[src/rtl/beamformer_pkg.sv]
// Shared defaults, sequencer state encoding and the output saturation helper.
package beamformer_pkg;

  localparam int NUMBER_OF_BITS_DEF = 8;
  localparam int BUFFER_SIZE_DEF    = 16;

  typedef enum logic [1:0] {IDLE, COMMIT, READ, EMIT} state_e;

  // Clamp a sign-extended accumulator to the signed nbits range.
  function automatic logic signed [31:0] sat(input logic signed [31:0] v,
                                             input int nbits);
    logic signed [31:0] hi, lo;
    hi = (32'sd1 <<< (nbits - 1)) - 32'sd1;
    lo = -hi - 32'sd1;
    if (v > hi) return hi;
    if (v < lo) return lo;
    return v;
  endfunction

endpackage

[src/rtl/delay_shadow_regs.sv]
// Shadow/active delay banks: writes land in shadow, commit copies shadow to
// active in one cycle, and the read port muxes one active entry.
module delay_shadow_regs #(
  parameter int NUM_CHANNELS = 3,
  parameter int IDX_W        = 4
) (
  input  logic             clk,
  input  logic             reset,
  input  logic             wr_en,
  input  logic [2:0]       wr_channel,
  input  logic [IDX_W-1:0] wr_delay,
  input  logic             commit,
  input  logic [2:0]       rd_sel,
  output logic [IDX_W-1:0] rd_delay
);

  logic [NUM_CHANNELS-1:0][IDX_W-1:0] shadow_q, active_q;

  // Bank update; commit reads the pre-edge shadow, so a same-cycle write
  // only becomes visible at the following commit. Out-of-range channels
  // match no entry and are dropped.
  always_ff @(posedge clk or posedge reset) begin
    if (reset) begin
      shadow_q <= '0;
      active_q <= '0;
    end else begin
      for (int i = 0; i < NUM_CHANNELS; i++) begin
        if (wr_en && (wr_channel == 3'(i))) shadow_q[i] <= wr_delay;
      end
      if (commit) active_q <= shadow_q;
    end
  end

  // Indexed read of the committed bank.
  always_comb begin
    rd_delay = '0;
    for (int i = 0; i < NUM_CHANNELS; i++) begin
      if ({1'b0, rd_sel} == 4'(i)) rd_delay = active_q[i];
    end
  end

endmodule

[src/rtl/beamform_sequencer.sv]
// Frame-synchronous beamformer sequencer: commit delays, read each channel
// at its delay index, accumulate, saturate and emit one beam sample.
module beamform_sequencer
  import beamformer_pkg::*;
#(
  parameter int NUM_CHANNELS   = 3,
  parameter int NUMBER_OF_BITS = NUMBER_OF_BITS_DEF,
  parameter int BUFFER_SIZE    = BUFFER_SIZE_DEF,
  localparam int IDX_W         = $clog2(BUFFER_SIZE)
) (
  input  logic                      clk,
  input  logic                      reset,
  input  logic                      frame_start,
  input  logic                      cfg_valid,
  input  logic [2:0]                cfg_channel,
  input  logic [IDX_W-1:0]          cfg_delay,
  output logic [2:0]                rd_channel,
  output logic [IDX_W-1:0]          rd_index,
  input  logic [NUMBER_OF_BITS-1:0] rd_data,
  output logic [NUMBER_OF_BITS-1:0] out_sample,
  output logic                      out_valid,
  output logic                      busy,
  output logic                      overrun,
  output logic                      cfg_error
);

  localparam int         ACC_W   = NUMBER_OF_BITS + $clog2(NUM_CHANNELS) + 1;
  localparam logic [2:0] LAST_CH = 3'(NUM_CHANNELS - 1);
  localparam logic [3:0] NCH     = 4'(NUM_CHANNELS);

  state_e                   state_q, state_d;
  logic [2:0]               ch_q;
  logic signed [ACC_W-1:0]  acc_q;
  logic signed [ACC_W-1:0]  rd_ext;
  logic                     commit;
  logic [2:0]               rd_sel;
  logic                     cfg_bad;

  assign cfg_bad    = cfg_valid && ({1'b0, cfg_channel} >= NCH);
  assign rd_ext     = {{(ACC_W-NUMBER_OF_BITS){rd_data[NUMBER_OF_BITS-1]}}, rd_data};
  assign rd_channel = rd_sel;

  delay_shadow_regs #(
    .NUM_CHANNELS (NUM_CHANNELS),
    .IDX_W        (IDX_W)
  ) u_regs (
    .clk        (clk),
    .reset      (reset),
    .wr_en      (cfg_valid),
    .wr_channel (cfg_channel),
    .wr_delay   (cfg_delay),
    .commit     (commit),
    .rd_sel     (rd_sel),
    .rd_delay   (rd_index)
  );

  // Next-state and per-state strobes; read port parks on channel 0.
  always_comb begin
    state_d = state_q;
    commit  = 1'b0;
    rd_sel  = 3'd0;
    case (state_q)
      IDLE:   if (frame_start) state_d = COMMIT;
      COMMIT: begin
        commit  = 1'b1;
        state_d = READ;
      end
      READ: begin
        rd_sel = ch_q;
        if (ch_q == LAST_CH) state_d = EMIT;
      end
      EMIT:   state_d = IDLE;
      default: state_d = IDLE;
    endcase
  end

  // State register.
  always_ff @(posedge clk or posedge reset) begin
    if (reset) state_q <= IDLE;
    else       state_q <= state_d;
  end

  // Channel walk and sign-extended accumulation.
  always_ff @(posedge clk or posedge reset) begin
    if (reset) begin
      acc_q <= '0;
      ch_q  <= '0;
    end else if (state_q == COMMIT) begin
      acc_q <= '0;
      ch_q  <= '0;
    end else if (state_q == READ) begin
      acc_q <= acc_q + rd_ext;
      ch_q  <= ch_q + 3'd1;
    end
  end

  // Registered sample, strobe and busy.
  always_ff @(posedge clk or posedge reset) begin
    if (reset) begin
      out_sample <= '0;
      out_valid  <= 1'b0;
      busy       <= 1'b0;
    end else begin
      out_valid <= 1'b0;
      busy      <= (state_d != IDLE);
      if (state_q == EMIT) begin
        out_sample <= NUMBER_OF_BITS'(sat({{(32-ACC_W){acc_q[ACC_W-1]}}, acc_q},
                                          NUMBER_OF_BITS));
        out_valid  <= 1'b1;
      end
    end
  end

  // Sticky error flags; a frame_start on the EMIT->IDLE edge counts as overrun.
  always_ff @(posedge clk or posedge reset) begin
    if (reset) begin
      overrun   <= 1'b0;
      cfg_error <= 1'b0;
    end else begin
      if (frame_start && (state_q != IDLE)) overrun   <= 1'b1;
      if (cfg_bad)                          cfg_error <= 1'b1;
    end
  end

endmodule

[config.mk]
export PLATFORM = sky130hd
export DESIGN_NAME = beamform_sequencer
export DESIGN_NICKNAME = d
export VERILOG_FILES = /design/src/rtl/beamformer_pkg.sv /design/src/rtl/delay_shadow_regs.sv /design/src/rtl/beamform_sequencer.sv
export SDC_FILE = /design/constraint.sdc
export NUM_CORES = 1
export LEC_CHECK = 0
export CORE_MARGIN = 10
export CORE_UTILIZATION = 54
export DETAILED_ROUTE_END_ITERATION = 7
export PLACE_DENSITY = 0.83
export SLEW_MARGIN = 20
export SYNTH_ARGS = -nofsm -noshare
export SYNTH_HDL_FRONTEND = slang
export SYNTH_SLANG_ARGS = --single-unit
[constraint.sdc]
create_clock -name clk -period 2.6 [get_ports clk]
set_input_delay 0.39 -clock clk [delete_from_list [all_inputs] [get_ports clk]]
set_output_delay 0.39 -clock clk [all_outputs]
set_load 0.03 [all_outputs]
==> summary.txt <==
total CTS buffers: 5
Tot GR Track Use: 0.151
GRT met1 Usage: 0.182
Worst EP arrival: 2.69 ns
CP Launch Point: rd_data[0]
CP Cell Sequence: clkdlybuf4s50_1, ha_1, fa_1, a21o_1, a221oi_4, o21bai_2, a211o_1, a221o_1
post-synthesis mux area share: 0.114
first-pass GRT wire length: 10100 µm
Port Buf Inserts: 37
Tot Pwr: 4.20 mW
Mean Syn Cell Area: 11.9 µm²
share of cells above drive strength 1: 0.203
clock-pin slew on the worst setup and hold paths: 0.09 ns
antenna violations before repair: 0
FF-to-FF Start: acc_q[0]$_DFFE_PP0P_
Synth Area in Simple Gates: 0.0907
Min-Delay Path Class: in2async
M2 GR Usage: 0.252
Post-DP Area: 0.00315 mm²
most common cell after layout, fill and taps aside: dfrtp_1
largest family of logic cells by synthesized area: compound AO/OA/AOI/OAI gates
Final WS setup: 0.109 ns
R2R Setup Slk: 0.18 ns
Final #Nets: 306
hold buffers post-CTS: 0
Synth Area in Adders: 0.0835
kind of critical path: in2reg
Synth Area in Compound Gates: 0.163
slew margin rel.: 0.605
Synth Register Bits: 52
DR pass1 iterations: 4
crit-path leading delay family: compound AO/OA/AOI/OAI gates
pre-CTS setup slack: -0.158 ns
placed insts: 330
Buf/Inv on CP: 1
worst endpoint required time: 2.80 ns
busiest grt layer: met2
RSZ-0062 raised after global routing: false
Mapped Area: 0.00264 mm²
Peak VDD IR: 0.840 mV
hpwl dp: 4390 µm
Worst-Skew Late Latency: 0.31 ns
Remaining DRCs: 0
antenna cells: 0
Routed Antenna Nets: 0
final WL: 5900 µm
Power Density: 1300 mW/mm²
Post-Layout Inst Area: 0.00324 mm²
fmax: 401 MHz
grt ovf: 0
Yosys warning count: 0
Slowest Stage Delay on Critical Path: 0.41 ns
status: completed
Worst Path Max Fanout: 3
crit path capture type: flop
initial drt markers: 82
Initial Utilization: 0.558
core area: 0.00472 mm²
die height: 89.9 µm
Startpoint Class: primary input
width of the die: 89.9 µm
CP max-delay cell: clkdlybuf4s50_1
DR vias: 1935
Crit. path cell count: 8
Synth cell types: 47
met3 Usage GRT: 0.0341
DR WL/cell: 17.5 µm
# rows: 25
Final setup viols: 0
Sink Count: 52
number of synthesized flops with an enable pin: 0
Worst Tran Pin Value: 0.591 ns
Synthesized Nets: 258
Synth Flop Type: dfrtp_1
GP Congestion: 0.829
Max Cap Viol: 0
vias in the first global route: 2052
most frequent cells in the layout: dfrtp_1 (52), clkdlybuf4s50_1 (33), mux2_2 (25)
Leak: 1.51 nW
Slew Viols, Final: 0
reg2reg path depth: 7
Final Hold Viols: 0
fin cells: 338
largest net degree at the start of global routing: 30
CP Capture Point: acc_q[10]$_DFFE_PP0P_
Final period util: 0.958
post-synthesis sequential area ratio: 0.494
FFs w/ async S/R, synth: 1.00
CTS tree: done
DR vias/cell: 5.72
full die area: 0.00808 mm²
R2R Path End: acc_q[10]$_DFFE_PP0P_
minimum clock period: 2.49 ns
root buffer cell: clkbuf_8
skew final: 0.00596 ns
Post-Synth XOR/XNOR Area: 0.0166
Post-Synthesis Cells: 222
maximum buffer depth of the clock tree: 2
IO Pins: 38
H-Tree Depth: 2
Area Growth Syn to Fin: 22.9%
-- synthesized netlist by cell type (2+ instances only) --
cell       number  area [µm²]
a21oi_1         5        25.0
o2bb2ai_1       2        17.5
nand3_1         2        10.0
inv_1          18        67.6
xnor2_1         4        35.0
nand2_1         7        26.3
nand4_1         3        18.8
buf_4           2        15.0
nor3_1          2        10.0
a211o_1         2        17.5
nor2_1         14        52.6
a222oi_1        4        40.0
mux2i_1         2        20.0
ha_1           16         200
o22ai_1         8        50.1
o21a_1          2        15.0
o21ai_1         2        10.0
mux2_2         25         282
and2_1          4        25.0
o21ai_0         2        10.0
dfrtp_1        52        1300
a21o_1         10        75.1
a22o_1          6        52.6
clkbuf_1        3        11.3
a221o_1         2        20.0
and4bb_2        2        25.0
-- what timing repair did --
item                       4_1_cts  5_1_grt
buffers inserted                 0        0
cloned                           0        0
resized for setup                5        8
setup endpoints to repair        4        4
-- per-layer routing --
layer	part of all wire	up-vias	routed length [µm]
li1	-	917	-
met4	0.020	0	121
met3	0.043	8	255
met2	0.49	45	2900
met5	0	-	0
met1	0.45	965	2630
-- stage by stage --
step / setup TNS (ns) / util / hold WS (ns)
floorplan: 0 / - / 0.475
global placement: -0.109 / 0.666 / 0.440
detailed placement: -0.162 / 0.666 / 0.443
CTS: 0 / 0.689 / 0.449
global route: 0 / 0.686 / 0.474
finish: 0 / 0.686 / 0.435
-- flip-flops by register name (all words and copies together) (netlist names) --
register and flops:
out_sample 8, out_valid 1, u_regs.shadow_q 12, acc_q 11, state_q 2, overrun 1
ch_q 3, u_regs.active_q 12, cfg_error 1, busy 1
-- power breakdown --
part,switching [mW],internal (mW)
Clock,0.259,0.286
Sequential,0.247,1.15
Combinational,1.22,1.04
Total,1.73,2.47
-- worst min path at each step --
stage          cells after the start                       startpoint                         endpoint
4_1_cts                            2                            reset            cfg_error$_DFFE_PP0P_
3_3_place_gp                       1            cfg_error$_DFFE_PP0P_            cfg_error$_DFFE_PP0P_
2_1_floorplan                      1  u_regs.shadow_q[10]$_DFFE_PP0P_  u_regs.shadow_q[10]$_DFFE_PP0P_
5_1_grt                            2                            reset            acc_q[10]$_DFFE_PP0P_
3_5_place_dp                       1            cfg_error$_DFFE_PP0P_            cfg_error$_DFFE_PP0P_
6_report                           2                            reset            cfg_error$_DFFE_PP0P_
-- final cells by class --
type	count	area [µm²]
Clock inverter	2	35.0
Fill cell	321	1480
Inverter	19	71.3
Sequential cell	52	1300
Multi-Input combinational cell	145	1240
Timing Repair Buffer	47	438
Clock buffer	6	72.6
Tap cell	67	83.8
-- kinds of logic (layout without fill, tap and decap cells) --
kind of cell               after synthesis  in the layout
AOI/OAI and AO/OA                       54             54
muxes                                   27             27
and+or+nand+nor                         42             42
xor gates and xnor gates                 5              5
DFF                                     52             52
buffers and inverters                   25             74
adders and majority gates               17             17
Note: power is estimated with default switching activity, not from simulation.
